<file path="src/rtl/memory_arbiter_if.sv">
// Request/completion bundle between pipeline requesters, the arbiter and the shared RAM port.
// Latency: none, wires only.
// Backpressure: requesters hold xREN/dWEN until ihit/dhit; the RAM stalls via ramstate.
interface memory_arbiter_if;
   logic        iREN;
   logic [31:0] iaddr;
   logic        dREN;
   logic        dWEN;
   logic [31:0] daddr;
   logic [31:0] dstore;
   logic        ihit;
   logic [31:0] iload;
   logic        dhit;
   logic [31:0] dload;
   logic        err;
   logic        ramREN;
   logic        ramWEN;
   logic [31:0] ramaddr;
   logic [31:0] ramstore;
   logic [31:0] ramload;
   logic [1:0]  ramstate;

   // Arbiter view: takes requests and RAM status, drives completions and the RAM port.
   modport slave (
      input  iREN, iaddr, dREN, dWEN, daddr, dstore, ramload, ramstate,
      output ihit, iload, dhit, dload, err, ramREN, ramWEN, ramaddr, ramstore
   );

   // Environment view: pipeline requesters plus the RAM model.
   modport master (
      output iREN, iaddr, dREN, dWEN, daddr, dstore, ramload, ramstate,
      input  ihit, iload, dhit, dload, err, ramREN, ramWEN, ramaddr, ramstore
   );
endinterface

</file>
<file path="src/rtl/memory_arbiter.sv">
// Single-port RAM arbiter: data accesses beat fetches; timeout/error monitor with sticky err.
// Latency: one IDLE arbitration cycle, then hit in the first cycle the RAM reports ACCESS.
// Backpressure: requester holds its request until the hit; dropping it withdraws the access.
module memory_arbiter #(
   parameter int TIMEOUT = 255
) (
   input  logic             CLK,
   input  logic             nRST,
   memory_arbiter_if.slave  bus
);
   localparam int CNT_W = $clog2(TIMEOUT + 1);
   localparam logic [CNT_W-1:0] CNT_LAST  = CNT_W'(TIMEOUT - 1);
   localparam logic [1:0]       RS_ACCESS = 2'd2;
   localparam logic [1:0]       RS_ERROR  = 2'd3;

   typedef enum logic [1:0] {
      IDLE = 2'd0,
      DACC = 2'd1,
      IACC = 2'd2
   } state_t;

   state_t           state_q, state_d;
   logic [CNT_W-1:0] cnt_q, cnt_d;
   logic             err_q, err_d;

   logic dreq;
   logic in_acc;
   logic owner_live;
   logic ram_access;
   logic abort;
   logic hit;

   // Shared decode: who owns the RAM, whether it is still wanted, and how this cycle ends
   always_comb begin
      dreq       = bus.dREN | bus.dWEN;
      in_acc     = (state_q == DACC) || (state_q == IACC);
      owner_live = (state_q == DACC) ? dreq : bus.iREN;
      ram_access = (bus.ramstate == RS_ACCESS);
      abort      = in_acc && ((bus.ramstate == RS_ERROR) ||
                              ((cnt_q == CNT_LAST) && !ram_access));
      hit        = in_acc && owner_live && ram_access;
   end

   // State register
   always_ff @(posedge CLK or negedge nRST) begin
      if (!nRST) state_q <= IDLE;
      else       state_q <= state_d;
   end

   // Next state: data wins arbitration; any completion, withdrawal or abort returns to IDLE
   always_comb begin
      state_d = state_q;
      case (state_q)
         IDLE: begin
            if (dreq)          state_d = DACC;
            else if (bus.iREN) state_d = IACC;
         end
         DACC, IACC: begin
            if (!owner_live || ram_access || abort) state_d = IDLE;
         end
         default: state_d = IDLE;
      endcase
   end

   // Stall counter restarts from zero on every entry; err latches any abort
   always_comb begin
      cnt_d = '0;
      if (in_acc) cnt_d = ram_access ? cnt_q : cnt_q + 1'b1;
      err_d = err_q | abort;
   end

   // Stall counter and sticky error registers
   always_ff @(posedge CLK or negedge nRST) begin
      if (!nRST) begin
         cnt_q <= '0;
         err_q <= 1'b0;
      end else begin
         cnt_q <= cnt_d;
         err_q <= err_d;
      end
   end

   // Outputs: RAM port follows the owner; enables naturally drop when the owner withdraws
   always_comb begin
      bus.ramREN   = 1'b0;
      bus.ramWEN   = 1'b0;
      bus.ramaddr  = '0;
      bus.ramstore = '0;
      bus.ihit     = 1'b0;
      bus.dhit     = 1'b0;
      bus.iload    = '0;
      bus.dload    = '0;
      bus.err      = err_q;
      case (state_q)
         DACC: begin
            bus.ramaddr  = bus.daddr;
            bus.ramstore = bus.dstore;
            bus.ramWEN   = bus.dWEN;
            bus.ramREN   = bus.dREN & ~bus.dWEN;
            bus.dhit     = hit;
            bus.dload    = hit ? bus.ramload : '0;
         end
         IACC: begin
            bus.ramaddr  = bus.iaddr;
            bus.ramREN   = bus.iREN;
            bus.ihit     = hit;
            bus.iload    = hit ? bus.ramload : '0;
         end
         default: ;
      endcase
   end
endmodule

</file>
<file path="src/flat_wrapper.sv">
// flat-port wrapper written by rule: the top's interface ports become plain ports
module memory_arbiter_flat 
#(
   parameter int TIMEOUT = 255
)
  (CLK, nRST, bus_iREN, bus_iaddr, bus_dREN, bus_dWEN, bus_daddr, bus_dstore, bus_ramload, bus_ramstate, bus_ihit, bus_iload, bus_dhit, bus_dload, bus_err, bus_ramREN, bus_ramWEN, bus_ramaddr, bus_ramstore);
  memory_arbiter_if bus_i ();
  input  logic CLK;
  input  logic nRST;
  input wire logic [$bits(bus_i.iREN)-1:0] bus_iREN;
  input wire logic [$bits(bus_i.iaddr)-1:0] bus_iaddr;
  input wire logic [$bits(bus_i.dREN)-1:0] bus_dREN;
  input wire logic [$bits(bus_i.dWEN)-1:0] bus_dWEN;
  input wire logic [$bits(bus_i.daddr)-1:0] bus_daddr;
  input wire logic [$bits(bus_i.dstore)-1:0] bus_dstore;
  input wire logic [$bits(bus_i.ramload)-1:0] bus_ramload;
  input wire logic [$bits(bus_i.ramstate)-1:0] bus_ramstate;
  output wire logic [$bits(bus_i.ihit)-1:0] bus_ihit;
  output wire logic [$bits(bus_i.iload)-1:0] bus_iload;
  output wire logic [$bits(bus_i.dhit)-1:0] bus_dhit;
  output wire logic [$bits(bus_i.dload)-1:0] bus_dload;
  output wire logic [$bits(bus_i.err)-1:0] bus_err;
  output wire logic [$bits(bus_i.ramREN)-1:0] bus_ramREN;
  output wire logic [$bits(bus_i.ramWEN)-1:0] bus_ramWEN;
  output wire logic [$bits(bus_i.ramaddr)-1:0] bus_ramaddr;
  output wire logic [$bits(bus_i.ramstore)-1:0] bus_ramstore;
  assign bus_i.iREN = bus_iREN;
  assign bus_i.iaddr = bus_iaddr;
  assign bus_i.dREN = bus_dREN;
  assign bus_i.dWEN = bus_dWEN;
  assign bus_i.daddr = bus_daddr;
  assign bus_i.dstore = bus_dstore;
  assign bus_i.ramload = bus_ramload;
  assign bus_i.ramstate = bus_ramstate;
  assign bus_ihit = bus_i.ihit;
  assign bus_iload = bus_i.iload;
  assign bus_dhit = bus_i.dhit;
  assign bus_dload = bus_i.dload;
  assign bus_err = bus_i.err;
  assign bus_ramREN = bus_i.ramREN;
  assign bus_ramWEN = bus_i.ramWEN;
  assign bus_ramaddr = bus_i.ramaddr;
  assign bus_ramstore = bus_i.ramstore;
  memory_arbiter #(.TIMEOUT(TIMEOUT)) u_core (.CLK(CLK), .nRST(nRST), .bus(bus_i));
endmodule
</file>
<file path="config.mk">
export PLATFORM = sky130hd
export DESIGN_NAME = memory_arbiter_flat
export DESIGN_NICKNAME = d
export VERILOG_FILES = /design/src/rtl/memory_arbiter_if.sv /design/src/rtl/memory_arbiter.sv /design/src/flat_wrapper.sv
export SDC_FILE = /design/constraint.sdc
export NUM_CORES = 1
export LEC_CHECK = 0
export BUFFER_PORTS_ARGS = -buffer_cell sky130_fd_sc_hd__clkbuf_2
export CORE_AREA = 2 2 103 105
export DETAILED_ROUTE_END_ITERATION = 10
export DIE_AREA = 0 0 105 107
export SETUP_SLACK_MARGIN = 0.3
export SLEW_MARGIN = 20
export SYNTH_ARGS = -nofsm -noshare
export SYNTH_HDL_FRONTEND = slang
export SYNTH_SLANG_ARGS = --single-unit
export TNS_END_PERCENT = 30
</file>
<file path="constraint.sdc">
create_clock -name CLK -period 2.65 [get_ports CLK]
set_input_delay 0.265 -clock CLK [delete_from_list [all_inputs] [get_ports CLK]]
set_output_delay 0.265 -clock CLK [all_outputs]
set_load 0.005 [all_outputs]
</file>
# After elaboration in Yosys (flattened, before gate mapping)
# Cells that the tools add are included.
# classes
muxes,16
addsub,1
reduce_logical,13
bitwise,4
eq_ne,8
# ops
operator,n
$mux 32,4
$pmux 32 s2,1
$mux 8,2
$add 8x1->8 const B,1
$eq 8x8->1 const B,1
$eq 2x2->1 const B,3
$mux 2,3
$logic_and 1x1->1,4
$logic_or 1x1->1,4
$mux 1,4
$pmux 2 s2,1
$ne 3x2->1 const B,1
$eq 2x1->1 const B,1
$logic_not 1->1,2
$logic_not 2->1,1
$ne 2x1->1 const B,1
$ne 2x2->1 const B,1
$or 1x1->1,2
$pmux 1 s2,1
$reduce_and 2->1,1
$reduce_or 2->1,1
$and 1x1->1,1
$not 1->1,1
# word_totals
wordCells,45
reg_bits,11
out_inout_bits,133
in_bits,135

# Longest topological paths before layout
# logic_depth
depth_word,8
ltp_mapped,7
mapped_depth_nobuf,6

# Worst setup path after synthesis
# Ideal clock, no wire load.
# synth_timing
path_type,flip-flop to output port
from,register u_core.state_q[0]
to,output bus_iload[22]
n_path_buf,2
t_arrival_ns,1.466
path_slack_ns,0.919
required_ns,2.385
path_stages_with_launch,8
cell_sequence,dfrtp_1 > inv_1 > ha_1 > clkbuf_1 > nand3_2 > a211oi_4 > buf_6 > and2_1
# synth_via
elab_chain_cells,6
word_cells_on_any_way,8
cone_classes,eq/ne (2); mux (3); reduce/logical (3)
# synth_rtl
element,line_no,text
start: declaration,memory_arbiter.sv:22,"state_t state_q, state_d;"
start signal: assignment,memory_arbiter.sv:47,else state_q <= state_d;
$eq 2x1->1 or $eq 2x2->1 (tied branches),"memory_arbiter.sv:36, memory_arbiter.sv:37, memory_arbiter.sv:94",
$mux 1 or $logic_or 1x1->1 (tied branches),"memory_arbiter.sv:37, memory_arbiter.sv:36",
$logic_and 1x1->1 (2 in a row),memory_arbiter.sv:41,hit = in_acc && owner_live && ram_access;
$mux 32,memory_arbiter.sv:107,bus.iload = hit ? bus.ramload : '0;
$mux 32 *,memory_arbiter.sv:94,case (state_q)
end: declaration,flat_wrapper.sv:19,output wire logic [$bits(bus_i.iload)-1:0] bus_iload;
# Mark *: on every way between the ends. The rest lies on a longest branch, timed or not.

# Worst setup path in the final report
# layout_timing
from,register u_core.state_q[0]
to,output bus_ramaddr[24]
# layout_via
elab_chain_cells,2
word_cells_on_any_way,3
cone_classes,eq/ne (2); mux (1)
# layout_rtl
element,line_no,text
$eq 2x2->1 or $eq 2x1->1 (tied branches),memory_arbiter.sv:94,
$pmux 32 s2 *,memory_arbiter.sv:94,
end: declaration,flat_wrapper.sv:25,output wire logic [$bits(bus_i.ramaddr)-1:0] bus_ramaddr;
# Marks and branches as above.

==> flow_summary.rst <==
.. list-table::
   :header-rows: 1

   * - Metric
     - Value
   * - Via count of the first global-routing pass
     - 2500
   * - Synth unique cells
     - 35
   * - Max Cap Viol
     - 0
   * - Global route total overflow
     - 0
   * - Class of the most critical hold timing path
     - in -> reg
   * - Post-route antenna net violation count
     - 0
   * - Clock slew at the register clock pins of the worst setup and hold paths
     - 50 ps
   * - Critical path, cell by cell
     - inv_1 > ha_1 > inv_2 > nor2_1 > clkbuf_2
   * - Worst hold slack
     - 330 ps
   * - Die outline width
     - 105 µm
   * - Number of buffer and inverter stages on the critical path
     - 3
   * - Detailed-routing iteration count for the pre-antenna-repair pass
     - 5
   * - DIE AREA
     - 0.0112 mm²
   * - Relative contribution of the clock network to total power
     - 8.5%
   * - Wire length of the first global-routing pass
     - 12400 µm
   * - Initial cell density of the core
     - 17.5%
   * - Share of async-settable or async-resettable flops after synthesis
     - 100%
   * - Critical hold path startpoint
     - bus_iREN
   * - Initial detailed-routing violation count
     - 161
   * - Leak
     - 1.92 nW
   * - Most used flip-flop cell after synthesis
     - dfrtp_1
   * - Finished Layout Cells
     - 645
   * - Setup slack on the worst flop-to-flop path
     - 480 ps
   * - Total negative setup slack
     - 0 ps
   * - Standard-cell rows
     - 37
   * - Count of pins on the block boundary
     - 268
   * - Number of warnings reported in the yosys synthesis log
     - 0
   * - Peak per-stage delay on the critical path
     - 550 ps
   * - Mapped Nets
     - 395
   * - DIE HEIGHT
     - 107 µm
   * - Synthesized area
     - 0.00177 mm²
   * - Worst Tran Pin Value
     - 724 ps
   * - Share of total power consumed by net switching
     - 48.8%
   * - Post-Syn Area per Cell
     - 6.93 µm²
   * - Post-synthesis sequential area ratio
     - 15.6%
   * - Register bit total from synthesis
     - 11
   * - Final net count
     - 650
   * - Fin Clk Skew
     - 1.05 ps
   * - Worst flop-to-flop path startpoint
     - u_core.state_q[0]
   * - Slowest cell on the critical path
     - inv_2
   * - Data arrival time of the critical path
     - 2020 ps
   * - Part of the total power dissipated in sequential elements
     - 11.1%
   * - Register area
     - 275 µm²
   * - Total number of vias
     - 2735
   * - Largest voltage drop on the vdd net
     - 298 µV
   * - Fmax
     - 0.438 GHz
   * - Overall power of the completed layout
     - 2.02 mW
   * - H-tree depth reported by CTS
     - 1
   * - Final slew viol count
     - 0
   * - Post-route worst setup slack
     - 367 ps
   * - Crit path from
     - u_core.state_q[0]
   * - Internal cell power
     - 1.04 mW
   * - Fillers
     - 1111
   * - WL per Instance
     - 12.9 µm
   * - Placed Cells incl. Taps
     - 639
   * - Post-layout minimum cycle time
     - 2280 ps
   * - GR Util All Layers
     - 13.4%
   * - Overall routed net length
     - 8320 µm
   * - TritonCTS clock tree
     - built
   * - Setup-violating endpoint count in the final report
     - 0
   * - Total core area
     - 0.0101 mm²
   * - Root buffer selected by CTS
     - clkbuf_8
   * - Number of enable-type register cells in the synthesized netlist
     - 0
   * - Kind of cell with the highest combined delay on the critical path
     - buffers and inverters
   * - Period Utilization, post-route
     - 86.1%
   * - Total CTS buffers
     - 3
   * - Half-perimeter wire length after placement
     - 6940 µm
   * - Launching element type of the critical path
     - register
   * - I/O Buffers
     - 267
   * - Antenna violations before repair
     - 0
   * - Number of remaining DRC errors
     - 0
   * - Setup slack after placement
     - 530 ps
   * - Power spent charging and discharging nets
     - 0.987 mW
   * - Cells after Synth
     - 255
   * - Via-per-instance ratio
     - 4.24
   * - Proportion of layout cells with a drive suffix above 1
     - 55.2%
   * - Worst setup path class
     - reg -> out
   * - Largest net degree at the start of global routing
     - 43
   * - Antenna diode count
     - 0
   * - Endpoint class of the critical path
     - primary output
   * - Data required time at the worst endpoint
     - 2380 ps
   * - Setup repair after global routing missed its margin
     - true
   * - Result of the run
     - finished, final reports clean
   * - PwrDens
     - 614 mW/mm²
   * - Slew headroom
     - 51.7%
   * - Crit-path max FO
     - 42
   * - Final hold violation count
     - 0
   * - Weighted congestion reported at the end of routability-driven placement
     - 0.874
   * - Skew-Pair Late Insertion Delay
     - 240 ps
   * - Power share of the combinational group
     - 80.4%
   * - Area of the multi-input gates
     - 0.00136 mm²
   * - Bufs on Longest Clock Path
     - 2
   * - Layout overhead on the synthesized area
     - 86.5%
   * - TritonCTS sink count
     - 11
## cells in the mapped netlist (2+ instances only)
cell type / instances / share of area [%]
dfrtp_1: 11 / 16
ha_1: 5 / 3.5
buf_6: 3 / 1.9
xor2_1: 3 / 1.5
inv_1: 5 / 1.1
nor2_1: 41 / 8.7
buf_2: 4 / 1.1
nor3_1: 2 / 0.57
nand2_1: 5 / 1.1
a21oi_1: 2 / 0.57
clkbuf_1: 14 / 3.0
nand4_1: 3 / 1.1
o21ai_0: 3 / 0.85
nand3_1: 2 / 0.57
and2_1: 97 / 34
xnor2_1: 3 / 1.5
buf_4: 2 / 0.85
a22oi_1: 33 / 14
## flip-flops by register name, summed over array words and instances (netlist names)
register / flops
u_core.bus.err: 1
u_core.cnt_q: 8
u_core.state_q: 2
## layout make-up
type,instances,share of cell area [%]
timing repair buffer,273,43.1
multi-input combinational,215,41.3
sequential,11,8.36
inverter,6,0.684
tap,136,5.17
clock buffer,4,1.37
## path summary, 6_finish.rpt
| path | depth (start not counted) | endpoint |
|---|---|---|
| max | 5 | bus_ramaddr[24] |
| min | 3 | u_core.state_q[1] |
| max reg2reg | 6 | u_core.state_q[0] |
| min reg2reg | 1 | u_core.bus.err |
| max in group asynchronous | 2 | u_core.cnt_q[6] |
| min in group asynchronous | 2 | u_core.state_q[1] |
## through the flow
stage,utilization (%),area (µm²)
after floorplan,-,1770
after global placement,31.7,3200
after detailed placement,31.7,3200
after CTS,32.5,3280
after global routing,32.6,3290
final,32.6,3290
## power by group through the flow
stage | logic [mW] | clock network (mW) | registers, mW
floorplan | 0.876 | 0 | 0.218
global placement | 1.52 | 0 | 0.222
detailed placement | 1.55 | 0 | 0.224
CTS | 1.65 | 0.176 | 0.221
global route | 1.80 | 0.186 | 0.229
finish | 1.63 | 0.173 | 0.225
## per-layer routing
metal | up-vias | part of all wire, % | GRT usage, %
li1 | 1351 | - | -
met1 | 1213 | 40 | 16.3
met2 | 164 | 51 | 24.9
met3 | 7 | 8.4 | 2.13
met4 | 0 | 0.88 | 2.67
met5 | - | 0 | 0
## cells in the final DEF (no fill, tap or decap), drive strengths merged
| cell | netlist | final |
|---|---|---|
| and4 | 1 | 1 |
| dlygate4sd3 | 0 | 1 |
| or3 | 1 | 1 |
| and2 | 97 | 97 |
| xnor2 | 3 | 3 |
| nand2b | 2 | 2 |
| a22oi | 33 | 33 |
| nor3 | 2 | 2 |
| or2 | 1 | 1 |
| nand3b | 1 | 1 |
| nor2 | 42 | 42 |
| ha | 5 | 5 |
| dfrtp | 11 | 11 |
| and2b | 1 | 1 |
| nand2 | 5 | 5 |
| bufbuf | 0 | 1 |
| nand4 | 3 | 3 |
| a211oi | 2 | 2 |
| xor2 | 3 | 3 |
| a32o | 1 | 1 |
| o21ai | 3 | 3 |
| nand3 | 3 | 3 |
| clkbuf | 14 | 271 |
| a21oi | 2 | 2 |
| and3 | 1 | 1 |
| a2111o | 1 | 1 |
| o22ai | 1 | 1 |
| inv | 6 | 6 |
| a21o | 1 | 1 |
| buf | 9 | 4 |
## cell families after synthesis
logic type / synth area share, %
simple gates: 50.8
compound gates: 19.0
flops: 15.6
buf+inv: 8.14
xor+xnor: 2.98
fa+ha+maj: 3.54
## worst reg2reg max path, stage by stage (launching register included)
cell and delay [ps]:
dfrtp_1 420, inv_1 90, ha_1 370, inv_2 300
a2111o_1 480, nand2b_4 150, a32o_1 250
## what timing repair did
action / 4_1_cts / 5_1_grt
gates resized for setup: 0 / 1
endpoints found under the setup margin: 1 / 32
hold buffers: 1 / 0
buffers inserted: 0 / 0
gates cloned: 1 / 0
pin swaps: 0 / 0
hold endpoints to repair: 11 / 0
(Power assumes the default switching activity.)
